$ cat config.mk
export PLATFORM = sky130hd
export DESIGN_NAME = cacheline_burst_adapter_flat
export DESIGN_NICKNAME = d
export VERILOG_FILES = /design/src/rtl/cacheline_burst_adapter_pkg.sv /design/src/rtl/cacheline_burst_adapter_if.sv /design/src/rtl/cacheline_burst_adapter.sv /design/src/flat_wrapper.sv
export SDC_FILE = /design/constraint.sdc
export NUM_CORES = 1
export LEC_CHECK = 0
export ABC_AREA = 1
export BUFFER_PORTS_ARGS = -buffer_cell sky130_fd_sc_hd__buf_2
export CORE_AREA = 2 2 278 280
export DETAILED_ROUTE_END_ITERATION = 7
export DIE_AREA = 0 0 280 282
export GPL_TIMING_DRIVEN = 0
export PLACE_DENSITY_LB_ADDON = 0.12
export SYNTH_ARGS = -nofsm -noshare
export SYNTH_HDL_FRONTEND = slang
export SYNTH_SLANG_ARGS = --single-unit
$ cat constraint.sdc
create_clock -name clk -period 4.4 [get_ports clk]
set_input_delay 0.44 -clock clk [delete_from_list [all_inputs] [get_ports clk]]
set_output_delay 0.44 -clock clk [all_outputs]
set_load 0.02 [all_outputs]
$ cat src/rtl/cacheline_burst_adapter_pkg.sv
// Shared constants and types for the cacheline-to-burst adapter:
// line/beat geometry, adapter states and the line-alignment helper.
package cacheline_burst_pkg;

  localparam int LINE_WIDTH  = 256;
  localparam int BURST_WIDTH = 64;
  localparam int ADDR_WIDTH  = 32;
  localparam int BEATS       = LINE_WIDTH / BURST_WIDTH;
  localparam int OFFSET_BITS = $clog2(LINE_WIDTH / 8);
  localparam int CNT_WIDTH   = $clog2(BEATS);

  typedef enum logic [1:0] {
    IDLE,
    RD_BURST,
    WR_BURST,
    DONE
  } adapter_state_t;

  typedef logic [LINE_WIDTH-1:0]  line_t;
  typedef logic [BURST_WIDTH-1:0] beat_t;
  typedef logic [ADDR_WIDTH-1:0]  addr_t;

  // Clear the byte offset within the line.
  function automatic addr_t line_align(input addr_t a);
    return a & ~addr_t'((1 << OFFSET_BITS) - 1);
  endfunction

endpackage

$ cat src/rtl/cacheline_burst_adapter_if.sv
// Cache line port plus memory burst port of the adapter.
// slave = the adapter; master = the cache and memory environment around it.
interface cacheline_burst_adapter_if;
  import cacheline_burst_pkg::*;

  addr_t line_addr_i;
  logic  line_read_i;
  logic  line_write_i;
  line_t line_wdata_i;
  line_t line_rdata_o;
  logic  line_resp_o;

  addr_t burst_addr_o;
  logic  burst_read_o;
  logic  burst_write_o;
  beat_t burst_wdata_o;
  beat_t burst_rdata_i;
  logic  burst_resp_i;

  modport slave (
    input  line_addr_i, line_read_i, line_write_i, line_wdata_i,
    output line_rdata_o, line_resp_o,
    output burst_addr_o, burst_read_o, burst_write_o, burst_wdata_o,
    input  burst_rdata_i, burst_resp_i
  );

  modport master (
    output line_addr_i, line_read_i, line_write_i, line_wdata_i,
    input  line_rdata_o, line_resp_o,
    input  burst_addr_o, burst_read_o, burst_write_o, burst_wdata_o,
    output burst_rdata_i, burst_resp_i
  );

endinterface

$ cat src/rtl/cacheline_burst_adapter.sv
// Turns one 256-bit line read/write into a 4-beat 64-bit memory burst and
// answers the cache with a single-cycle line response.
module cacheline_burst_adapter
  import cacheline_burst_pkg::*;
(
  input logic clk,
  input logic rst,
  cacheline_burst_adapter_if.slave bus
);

  localparam logic [CNT_WIDTH-1:0] LAST_BEAT = CNT_WIDTH'(BEATS - 1);

  adapter_state_t       state_reg, state_next;
  logic [CNT_WIDTH-1:0] cnt_reg, cnt_next;
  addr_t                addr_reg, addr_next;
  line_t                line_buf_reg, line_buf_next;
  line_t                rdata_reg, rdata_next;
  logic                 resp_reg, resp_next;

  // One buffer serves both read assembly and write serialization.
  beat_t slot [BEATS];

  genvar gi;
  generate
    for (gi = 0; gi < BEATS; gi++) begin : g_slot
      assign slot[gi] = line_buf_reg[gi*BURST_WIDTH +: BURST_WIDTH];
    end
  endgenerate

  always_ff @(posedge clk) begin
    if (rst) begin
      state_reg    <= IDLE;
      cnt_reg      <= '0;
      addr_reg     <= '0;
      line_buf_reg <= '0;
      rdata_reg    <= '0;
      resp_reg     <= 1'b0;
    end else begin
      state_reg    <= state_next;
      cnt_reg      <= cnt_next;
      addr_reg     <= addr_next;
      line_buf_reg <= line_buf_next;
      rdata_reg    <= rdata_next;
      resp_reg     <= resp_next;
    end
  end

  always_comb begin
    state_next    = state_reg;
    cnt_next      = cnt_reg;
    addr_next     = addr_reg;
    line_buf_next = line_buf_reg;
    rdata_next    = rdata_reg;
    resp_next     = 1'b0;

    case (state_reg)
      IDLE: begin
        if (bus.line_read_i) begin
          addr_next  = line_align(bus.line_addr_i);
          cnt_next   = '0;
          state_next = RD_BURST;
        end else if (bus.line_write_i) begin
          addr_next     = line_align(bus.line_addr_i);
          cnt_next      = '0;
          line_buf_next = bus.line_wdata_i;
          state_next    = WR_BURST;
        end
      end

      RD_BURST: begin
        if (bus.burst_resp_i) begin
          line_buf_next[cnt_reg*BURST_WIDTH +: BURST_WIDTH] = bus.burst_rdata_i;
          cnt_next = cnt_reg + 1'b1;
          if (cnt_reg == LAST_BEAT) begin
            // Publish the full line together with the response pulse.
            rdata_next = line_buf_next;
            resp_next  = 1'b1;
            state_next = DONE;
          end
        end
      end

      WR_BURST: begin
        if (bus.burst_resp_i) begin
          cnt_next = cnt_reg + 1'b1;
          if (cnt_reg == LAST_BEAT) begin
            resp_next  = 1'b1;
            state_next = DONE;
          end
        end
      end

      DONE: begin
        state_next = IDLE;
      end

      default: begin
        state_next = IDLE;
      end
    endcase
  end

  assign bus.line_rdata_o  = rdata_reg;
  assign bus.line_resp_o   = resp_reg;
  assign bus.burst_addr_o  = addr_reg;
  assign bus.burst_read_o  = (state_reg == RD_BURST);
  assign bus.burst_write_o = (state_reg == WR_BURST);
  assign bus.burst_wdata_o = (state_reg == WR_BURST) ? slot[cnt_reg] : '0;

endmodule

$ cat src/flat_wrapper.sv
// flat-port wrapper written by rule: the top's interface ports become plain ports
module cacheline_burst_adapter_flat import cacheline_burst_pkg::*;
  (clk, rst, bus_line_addr_i, bus_line_read_i, bus_line_write_i, bus_line_wdata_i, bus_line_rdata_o, bus_line_resp_o, bus_burst_addr_o, bus_burst_read_o, bus_burst_write_o, bus_burst_wdata_o, bus_burst_rdata_i, bus_burst_resp_i);
  cacheline_burst_adapter_if bus_i ();
  input logic clk;
  input logic rst;
  input wire logic [$bits(bus_i.line_addr_i)-1:0] bus_line_addr_i;
  input wire logic [$bits(bus_i.line_read_i)-1:0] bus_line_read_i;
  input wire logic [$bits(bus_i.line_write_i)-1:0] bus_line_write_i;
  input wire logic [$bits(bus_i.line_wdata_i)-1:0] bus_line_wdata_i;
  output wire logic [$bits(bus_i.line_rdata_o)-1:0] bus_line_rdata_o;
  output wire logic [$bits(bus_i.line_resp_o)-1:0] bus_line_resp_o;
  output wire logic [$bits(bus_i.burst_addr_o)-1:0] bus_burst_addr_o;
  output wire logic [$bits(bus_i.burst_read_o)-1:0] bus_burst_read_o;
  output wire logic [$bits(bus_i.burst_write_o)-1:0] bus_burst_write_o;
  output wire logic [$bits(bus_i.burst_wdata_o)-1:0] bus_burst_wdata_o;
  input wire logic [$bits(bus_i.burst_rdata_i)-1:0] bus_burst_rdata_i;
  input wire logic [$bits(bus_i.burst_resp_i)-1:0] bus_burst_resp_i;
  assign bus_i.line_addr_i = bus_line_addr_i;
  assign bus_i.line_read_i = bus_line_read_i;
  assign bus_i.line_write_i = bus_line_write_i;
  assign bus_i.line_wdata_i = bus_line_wdata_i;
  assign bus_line_rdata_o = bus_i.line_rdata_o;
  assign bus_line_resp_o = bus_i.line_resp_o;
  assign bus_burst_addr_o = bus_i.burst_addr_o;
  assign bus_burst_read_o = bus_i.burst_read_o;
  assign bus_burst_write_o = bus_i.burst_write_o;
  assign bus_burst_wdata_o = bus_i.burst_wdata_o;
  assign bus_i.burst_rdata_i = bus_burst_rdata_i;
  assign bus_i.burst_resp_i = bus_burst_resp_i;
  cacheline_burst_adapter u_core (.clk(clk), .rst(rst), .bus(bus_i));
endmodule
==> metrics.yaml <==
outcome:
  status: "finished, violations left"
  violations: "capacitance limit, slew limit"
clock_network:
  cts_tree: "yes"
  ctsHoldBuffers: 0
  clk_latency_ps: 610
  clockBufferDepth: 3
  cts_root_buf: "clkbuf_16"
  h-tree-depth: 3
  clkSinkCount: 544
  clkTransAtPathRegs_ps: 70
  cts_made_buffers: 67
drt:
  ant_nets: 0
  via_per_inst: 5.21
  routed_wire_length_per_instance_um: 21.6
  via_count: 37100
  dr.pass1.iters: 6
  drc: 0
  drtIter0Drc: 4173
  routed_wl_mm: 153
worst_hold_path:
  hold-path-cell-count: 3
  worstHoldPathType: "in -> reg"
  hold_start: "bus_line_addr_i[9]"
  hold_path_end: "u_core.bus.burst_addr_o[9]"
global_route:
  met3_usage: 0.0522
  grt_first_pass_wirelength_mm: 218
  use_met1: 0.493
  top_usage_layer: "met2"
  grtUsageMet2: 0.614
  grt.total_usage: 0.374
  antenna_found_initial: 5
  gr-total-overflow: 0
  grt_pass1_vias: 33300
  grt_max_degree: 13
floorplan:
  die_x_um: 280
  rows: 101
  core_area_um2: 75700
  start_util: 0.412
  dieArea_um2: 79000
  boundaryPins: 712
  die_y_um: 282
yosys:
  ys_ff_latch: 544
  syn_area_per_cell_um2: 5.87
  synth_area_um2: 31200
  synth_top_area_frac: 0.349
  synth_top_area_cell: "dfxtp_1"
  yosysUniqueCellTypes: 23
  syn_inst: 5314
  yosysWarnings: 0
  ys_top_cells_by_area: "dfxtp_1 35%, nand2_1 18%, inv_1 12%, a21oi_1 11%, nand3_1 6.2%"
  seq_area_frac_synth: 0.349
timing:
  max_freq_mhz: 232
  grt_setup_unrepaired: "false"
  finalSetupViolCount: 0
  min_period_ps: 4300
  finalHoldViolCount: 0
  skew_ps: 14.1
  tns_ps: 0
  fin_ws_ps: 98.4
  relSlewSlack: -0.00569
  fin_crit_sh: 0.978
  worst_pin_slew_ps: 1510
  slew_violations: 11
final_layout:
  final_nets: 6457
  final_cell_mix: "1,487 x nand2_1, 969 x inv_1, 833 x buf_2"
  layout_commonest_cell: "nand2_1"
  area_growth_pct: 22.6
  fillers: 8383
  drive_gt1_frac: 0.161
place:
  io_buffers: 700
  dp_slack_ps: 169
  gp_congestion: 0.990
  hpwl_mm: 119
power_and_ir_drop:
  power_mw: 24.1
  power.density_nw_per_um2: 631
  p_sw_mw: 11.6
  p_sw_frac: 0.481
  p_int_mw: 12.5
  peakVddDrop_uv: 431
  p_seq_frac: 0.270
  p_leak_nw: 21.9
  comb_power_share: 0.488
  clock_power_share: 0.243
critical_path:
  reg2reg_to: "u_core.line_buf_reg[181]"
  cp-end-kind: "flip-flop"
  cp.arrival_ps: 4850
  rrSetupSlack_ps: 100
  r2r_start: "u_core.cnt_reg[0]"
  rr_worst_depth: 12
  crit_start: "u_core.cnt_reg[0]"
  crit_type: "reg -> reg"
  crit_path_start_kind: "flip-flop"
  required_ps: 4950
  crit_path_max_fanout: 12
flow_run:
  cap_viol_max_count: 1
==> routing by layer <==
metal,vias to the layer above,part of all wire
li1,17800,-
met1,17200,0.41
met2,1835,0.45
met3,275,0.088
met4,2,0.045
met5,-,0.000085
==> Yosys cell counts, drive strengths merged <==
cell type and instances:
nor3 1, dfxtp 544, inv 977, o21ai 416, nand2 1489, a21oi 704
clkinv 1, buf 187, nor2 394, ha 11, clkbuf 205, conb 1
nand3 384
==> final cells by class <==
type | count | area, um^2 | area share
buffer | 392 | 1850 | 0.0483
multi-input combinational | 3404 | 14800 | 0.387
clock buffer | 101 | 2070 | 0.0542
clock inverter | 15 | 179 | 0.00468
timing repair buffer | 702 | 3530 | 0.0925
antenna | 1 | 2.50 | 0.0000655
inverter | 978 | 3670 | 0.0961
sequential | 544 | 10900 | 0.285
tap | 978 | 1220 | 0.0320
==> worst max-delay path by stage <==
stage                                          end  slack [ps]  cells past startpoint
final                     u_core.line_buf_reg[181]         100                     12
after global routing      u_core.line_buf_reg[181]          30                     12
after detailed placement   u_core.line_buf_reg[23]         170                     12
after global placement    u_core.line_buf_reg[181]        -300                     12
after floorplan           u_core.line_buf_reg[162]        2060                     12
after CTS                  u_core.line_buf_reg[23]         160                     12
==> critical path, cell delays in order (launching register included) <==
cell and delay (ps):
dfxtp_1 400, buf_2 470, inv_1 130, clkbuf_1 320, clkbuf_1 460, ha_1 350
inv_1 90, clkdlybuf4s15_1 930, clkbuf_1 530, nand2_1 100, nand2_1 230, nand2_1 90
a21oi_1 130
==> metrics by stage <==
step / cell area [um^2] / util / std cells / hold WS (ps)
3_3_place_gp: 35900 / 0.474 / 6996 / 459
5_1_grt: 38200 / 0.505 / 7114 / 95.4
6_report: 38200 / 0.505 / 7115 / 79.9
2_1_floorplan: 31200 / - / 5318 / 504
4_1_cts: 38200 / 0.505 / 7114 / 56.9
3_5_place_dp: 35900 / 0.475 / 6998 / 467
==> kinds of logic after synthesis <==
kind of cell,synth area share
AO/OA/AOI/OAI,0.180
adder cells (fa/ha/maj),0.00442
buffers and inverters,0.177
flip-flops,0.349
other,0.000120
AND/OR/NAND/NOR,0.289
==> power by group through the flow <==
| stage | clock network, mW | logic [mW] | registers [mW] |
|---|---|---|---|
| 2_1_floorplan | 0 | 7.27 | 6.55 |
| 3_3_place_gp | 0 | 11.3 | 6.56 |
| 3_5_place_dp | 0 | 11.4 | 6.57 |
| 4_1_cts | 5.86 | 11.5 | 6.47 |
| 5_1_grt | 6.06 | 12.8 | 6.59 |
| 6_report | 5.85 | 11.8 | 6.51 |
==> what timing repair did <==
action,CTS,global route
gates resized for setup,0,3
hold endpoints to repair,0,0
buffers inserted,0,0
endpoints found under the setup margin,0,3
Power figures use the tool's default switching activity.
